===== src/rtl/round_robin_arbiter.sv =====
// Round-robin arbiter for 2**N level requesters with registered one-hot grant.
// Optional grant timeout compiled in with `define RR_ARBITER_TIMEOUT_EN (uses MAX_HOLD).
module round_robin_arbiter #(
    parameter int N        = 2,
    parameter int MAX_HOLD = 16
) (
    input  logic              clk,
    input  logic              rst,
    input  logic [2**N-1:0]   req,
    output logic [2**N-1:0]   gnt,
    output logic [N-1:0]      gnt_id,
    output logic              gnt_valid,
    output logic              timeout
);

    localparam int NREQ = 2**N;

    if (MAX_HOLD < 1) begin : g_bad_max_hold
        $error("round_robin_arbiter: MAX_HOLD must be at least 1");
    end

    typedef enum logic {
        IDLE,
        GRANT
    } state_t;

    typedef struct packed {
        logic         found;
        logic [N-1:0] idx;
    } pick_t;

    state_t          state, state_nxt;
    logic [N-1:0]    ptr, ptr_nxt;
    logic [NREQ-1:0] gnt_nxt;
    logic [N-1:0]    gnt_id_nxt;
    logic            gnt_valid_nxt;
    logic            timeout_nxt;

    pick_t           pick_all;
    pick_t           take;
    logic            owner_req;

    // Scan downward from the farthest offset so the nearest requester to start wins.
    function automatic pick_t rr_pick(input logic [NREQ-1:0] mask, input logic [N-1:0] start);
        pick_t        p;
        logic [N-1:0] idx;
        p = '0;
        for (int k = NREQ - 1; k >= 0; k--) begin
            idx = start + N'(k);
            if (mask[idx]) begin
                p.found = 1'b1;
                p.idx   = idx;
            end
        end
        return p;
    endfunction

    assign pick_all  = rr_pick(req, ptr);
    assign owner_req = req[gnt_id];

`ifdef RR_ARBITER_TIMEOUT_EN
    localparam int CNT_W = (MAX_HOLD > 1) ? $clog2(MAX_HOLD) : 1;

    logic [CNT_W-1:0] hold_cnt, hold_cnt_nxt;
    pick_t            pick_other;
    logic             hold_expired;

    // hold_cnt is the number of completed cycles of the current owner before this one.
    assign pick_other   = rr_pick(req & ~gnt, ptr);
    assign hold_expired = (hold_cnt == CNT_W'(MAX_HOLD - 1));
`endif

    always_comb begin
        // NOTE: every always_comb output gets a default first so no path can infer a latch.
        state_nxt     = state;
        ptr_nxt       = ptr;
        gnt_nxt       = gnt;
        gnt_id_nxt    = gnt_id;
        gnt_valid_nxt = gnt_valid;
        timeout_nxt   = 1'b0;
        take          = '0;

        case (state)
            IDLE: begin
                if (pick_all.found) begin
                    take = pick_all;
                end
            end
            GRANT: begin
                if (!owner_req) begin
                    if (pick_all.found) begin
                        take = pick_all;
                    end else begin
                        state_nxt     = IDLE;
                        gnt_nxt       = '0;
                        gnt_id_nxt    = '0;
                        gnt_valid_nxt = 1'b0;
                    end
                end
`ifdef RR_ARBITER_TIMEOUT_EN
                else if (hold_expired && pick_other.found) begin
                    take        = pick_other;
                    timeout_nxt = 1'b1;
                end
`endif
            end
            default: begin
                state_nxt     = IDLE;
                gnt_nxt       = '0;
                gnt_id_nxt    = '0;
                gnt_valid_nxt = 1'b0;
            end
        endcase

        if (take.found) begin
            state_nxt     = GRANT;
            gnt_nxt       = NREQ'(1) << take.idx;
            gnt_id_nxt    = take.idx;
            gnt_valid_nxt = 1'b1;
            ptr_nxt       = take.idx + N'(1);
        end
    end

`ifdef RR_ARBITER_TIMEOUT_EN
    always_comb begin
        hold_cnt_nxt = '0;
        if (!take.found && state == GRANT && owner_req && !hold_expired) begin
            hold_cnt_nxt = hold_cnt + CNT_W'(1);
        end
    end

    always_ff @(posedge clk) begin
        if (rst) begin
            hold_cnt <= '0;
        end else begin
            hold_cnt <= hold_cnt_nxt;
        end
    end
`endif

    always_ff @(posedge clk) begin
        // NOTE: sequential state uses non-blocking assignments so all registers update together.
        if (rst) begin
            state     <= IDLE;
            ptr       <= '0;
            gnt       <= '0;
            gnt_id    <= '0;
            gnt_valid <= 1'b0;
            timeout   <= 1'b0;
        end else begin
            state     <= state_nxt;
            ptr       <= ptr_nxt;
            gnt       <= gnt_nxt;
            gnt_id    <= gnt_id_nxt;
            gnt_valid <= gnt_valid_nxt;
            timeout   <= timeout_nxt;
        end
    end

endmodule


===== config.mk =====
export PLATFORM = sky130hd
export DESIGN_NAME = round_robin_arbiter
export DESIGN_NICKNAME = d
export VERILOG_FILES = /design/src/rtl/round_robin_arbiter.sv
export SDC_FILE = /design/constraint.sdc
export NUM_CORES = 1
export LEC_CHECK = 0
export CORE_AREA = 3 3 40 42
export CTS_BUF_LIST = sky130_fd_sc_hd__clkbuf_8
export CTS_CLUSTER_SIZE = 16
export DETAILED_ROUTE_END_ITERATION = 7
export DIE_AREA = 0 0 43 45
export PLACE_DENSITY = 0.82
export SLEW_MARGIN = 5
export SYNTH_ARGS = -nofsm -noshare
export SYNTH_HDL_FRONTEND = slang
export SYNTH_SLANG_ARGS = --single-unit

===== constraint.sdc =====
create_clock -name clk -period 1.75 [get_ports clk]
set_input_delay 0.35 -clock clk [delete_from_list [all_inputs] [get_ports clk]]
set_output_delay 0.35 -clock clk [all_outputs]
set_load 0.005 [all_outputs]

Yosys cells after proc, flatten, opt, wreduce, memory -nomap -nowiden
Cells that the tools add are included.
W data, S select, Z words.
- add/sub/neg operators: 4
- $lt $le $gt $ge: 5
- eq/ne operators: 2
- shift operators: 1
- multiplexer cells: 33
- bitwise gates (word level): 1
- reductions and logical operators: 2
- operators by type and width (kind ; number):
    $mux W3 ; 6
    $mux W4 ; 4
    $lt A2 B3 Y1 const B ; 5
    $mux W1 ; 13
    $bmux W1 S2 ; 5
    $mux W2 ; 4
    $pmux W3 S2 ; 1
    $add A2 B1 Y2 const B ; 2
    $add A2 B2 Y2 const B ; 2
    $shl A1 B2 Y4 const A ; 1
    $reduce_and A3 Y1 ; 1
    $ne A2 B1 Y1 const B ; 1
    $ne A2 B2 Y1 const B ; 1
    $reduce_bool A2 Y1 ; 1
    $not A1 Y1 ; 1
- flip-flop bits (word level): 10
- input port bits: 6
- output and inout bits: 8
- word-level logic and storage cells: 53

Longest topological paths before layout
- depth after elaboration: 12
- depth in mapped cells: 7
- gate-level depth less buffers: 7

Worst setup path after synthesis
Ideal clock, no wire load.
- path kind: input-to-reg
- from: input port req[2]
- to: register ptr[1]
- data arrival time: 1.626 ns
- data required time: 1.636 ns
- setup slack: 0.009 ns
- cell stages on the path: 6
- path buffers: 0
- path through: or4_1 o221a_2 and2_1 ha_1 mux2i_1 nor2_1
- cells in the longest elaborated chain, start to end: 10
- elaborated cells between the ends (all ways): 18
- classes of those cells: add/sub: 1; mux: 17
- RTL lines (element ; RTL line ; RTL):
    from (decl) ; 9 ; input logic [2**N-1:0] req,
    $bmux W1 S2 ; 50 ; if (mask[idx]) begin
    $mux W1 (implied by the code) ; 50 ;
    $mux W3 (4 in a row) ; 50 ;
    $mux W3 ; 85, 91 ;
    $mux W3 ; 90 ; if (!owner_req) begin
    $pmux W3 S2 * ; 83 ; case (state)
    $add A2 B1 Y2 ; 120 ; ptr_nxt = take.idx + N'(1);
    to (signal assigned) ; 152 ; ptr <= ptr_nxt;
    to (decl) ; 33 ; logic [N-1:0] ptr, ptr_nxt;
Every way passes the cells marked *; elsewhere a longest branch is shown, timed or not. The select of a mux whose other input is x is not followed.
A chain may end at the register's enable or synchronous reset.

Final worst setup path
- from: input port req[3]
- to: register gnt[0]
- cells in the longest elaborated chain, start to end: 11
- elaborated cells between the ends (all ways): 23
- classes of those cells: eq/ne: 2; shift: 1; mux: 18; reduce/logical: 2
- RTL lines (element ; RTL line ; RTL):
    $bmux W1 S2 ; 50 ;
    $mux W1 (implied by the code) ; 50 ;
    $mux W3 (4 in a row) ; 50 ;
    $mux W3 ; 85, 91 ;
    $mux W3 ; 90 ;
    $pmux W3 S2 ; 83 ;
    $ne A2 B2 Y1 (no source line) (tied with other cells) ; -- ;
    $reduce_and A3 Y1 (no source line) or $mux W4 (tied branches) ; -- ;
    to (signal assigned) ; 153 ; gnt <= gnt_nxt;
    to (decl) ; 10 ; output logic [2**N-1:0] gnt,
Parallel ways exist; a longest one is shown, timed or not. The select of a mux whose other input is x is not followed.

==> flow_metrics.env <==
export IMPL_status="completed"
export IMPL_drt_wirelength_per_cell_um=14.4
export IMPL_cts_max_level=1
export IMPL_core_rowCount=13
export IMPL_r2r_start="gnt_id[1]"
export IMPL_ys_ff_latch=10
export IMPL_grt_usage=0.157
export IMPL_synth_nets=66
export IMPL_syn_avg_cell_area_um2=9.70
export IMPL_ys_warn_count=0
export IMPL_ys_top_cells_by_count="dfxtp_1, a22o_1, nor2_1"
export IMPL_drc=0
export IMPL_io_pins=14
export IMPL_hold_buffers=0
export IMPL_vias=530
export IMPL_cp_max_fo=4
export IMPL_hold_start="gnt[1]"
export IMPL_fmax_mhz=590
export IMPL_viasPerCell=5.30
export IMPL_ys_flop_type="dfxtp_1"
export IMPL_cts_root_buffer="clkbuf_8"
export IMPL_worstPathRequired_ps=1870
export IMPL_placed_area_um2=776
export IMPL_crit_top_cell="buf_4"
export IMPL_fin_crit_ps=1690
export IMPL_cts_buffer_depth=2
export IMPL_crit_start="req[3]"
export IMPL_grt_pass1_vias=518
export IMPL_crit_arrival_ps=1820
export IMPL_hold_class="register to register"
export IMPL_syn_cell_area_um2=543
export IMPL_die_height_um=45
export IMPL_finalCritPeriodShare=0.968
export IMPL_cts_sinks=10
export IMPL_p_leak_nw=0.376
export IMPL_clk_pin_slew_worst_paths_ps=50
export IMPL_end_kind="register"
export IMPL_path_cells="dlygate4sd2_1 -> buf_4 -> mux2i_1 -> o221a_4 -> buf_4 -> nand2_1 -> ha_1 -> a22o_1"
export IMPL_powerDensity_nw_per_um2=1030
export IMPL_initial_core_util=0.423
export IMPL_synth_top_area_frac=0.369
export IMPL_portBuffers=12
export IMPL_tns_ps=0
export IMPL_drtIter0Drc=7
export IMPL_layout_nets=96
export IMPL_synth_area_leaders="dfxtp_1, a22o_1, ha_1"
export IMPL_postSynthCellCount=56
export IMPL_finalSetupViolations=0
export IMPL_coreArea_um2=1280
export IMPL_design_area_um2=883
export IMPL_yosysMostFrequentCell="dfxtp_1"
export IMPL_insertion_delay_ps=240
export IMPL_skew_ps=9.29
export IMPL_drv_slew=0
export IMPL_fin_ws_ps=55.4
export IMPL_crit_slowest_cell="dlygate4sd2_1"
export IMPL_place_ws_ps=-447
export IMPL_antenna_cells=0
export IMPL_antenna_found_initial=0
export IMPL_gr_total_overflow=0
export IMPL_ir_drop_mv=0.624
export IMPL_grt_pass1_wl_um=2220
export IMPL_rsz0062_at_grt="false"
export IMPL_area_growth_pct=62.7
export IMPL_ys_types=23
export IMPL_cpPeakStageDelay_ps=240
export IMPL_cts_tree="done"
export IMPL_die_area_um2=1940
export IMPL_drv_cap=0
export IMPL_async_reset_ff_frac=0
export IMPL_grt_max_degree=8
export IMPL_ant_nets=0
export IMPL_routed_wl_um=1440
export IMPL_crit_type="input port to register"
export IMPL_start_kind="input port"
export IMPL_path_buf_inv=3
export IMPL_die_w_um=43
export IMPL_routabilityCongestion=0.847
export IMPL_p_total_mw=0.908
export IMPL_synth_edf_count=0
export IMPL_crit_family="buffers and inverters"
export IMPL_cts_buffers=3
export IMPL_yosysSeqAreaShare=0.369
export IMPL_dp_hpwl_um=979
export IMPL_hold_viol=0
export IMPL_firstDrtPassIters=6
export IMPL_ff2ff_setup_slack_ps=100
export IMPL_drive_gt1_frac=0.365
export IMPL_synth_top_area_cell="dfxtp_1"
[registers in the layout, summed over array words and instances, names as in the netlist]
register	flops
gnt_id	2
gnt	4
state	1
gnt_valid	1
ptr	2
[per-layer routing]
metal | wire length (µm) | global-route usage | up-vias
met1 | 603 | 0.175 | 254
met2 | 765 | 0.284 | 10
met3 | 60 | 0.0598 | 2
met4 | 6 | 0.0361 | 0
li1 | - | - | 264
met5 | 0 | 0 | -
[repair_timing]
item	4_1_cts	5_1_grt
hold endpoints to repair	0	0
setup endpoints to repair	5	4
cloned	0	0
gates resized for setup	12	4
setup buffers	0	0
pin swaps	5	2
[layout by cell type (no fill, tap or decap), types with 2 or more instances in the layout]
cell             instances
nor2_1                   5
a21oi_1                  3
nand2b_1                 2
a22o_1                   6
nand2_1                  4
and2_4                   2
ha_1                     3
mux2i_1                  3
dlygate4sd2_1            3
dfxtp_1                  9
clkdlybuf4s50_1          8
clkbuf_8                 4
buf_4                   15
[worst paths after layout]
path | to | cells after the start
max | gnt[0] | 8
min | gnt[1] | 1
max reg2reg | gnt[0] | 6
min reg2reg | gnt[1] | 1
[power breakdown]
group,leakage [nW],switching [mW],internal (mW)
combinational,0.264,0.136,0.188
sequential,0.0831,0.0257,0.265
clock,0.0288,0.0956,0.198
[per-stage QoR]
step,hold slack (ps),utilization,cells
2_1_floorplan,422,-,56
3_3_place_gp,466,0.604,96
3_5_place_dp,465,0.604,96
4_1_cts,479,0.682,100
5_1_grt,489,0.687,100
6_report,482,0.687,100
[area by class of cell]
class / instances / area [µm²]
Sequential cell: 10 / 201
Multi-Input combinational cell: 43 / 375
Fill cell: 96 / 402
Timing Repair Buffer: 27 / 229
Tap cell: 15 / 18.8
Inverter: 1 / 3.75
Clock buffer: 4 / 55.1
[logic make-up (layout without fill, tap and decap cells)]
family	Yosys count	after routing	share of synthesized area
buffers and inverters	3	32	0.0415
AO/OA/AOI/OAI	15	15	0.224
multiplexers	4	4	0.0737
AND/OR/NAND/NOR	19	19	0.194
other	1	1	0.00691
flip-flops	10	10	0.369
adder cells (fa/ha/maj)	4	4	0.0922
No activity file was read; power rests on OpenSTA's default activity.
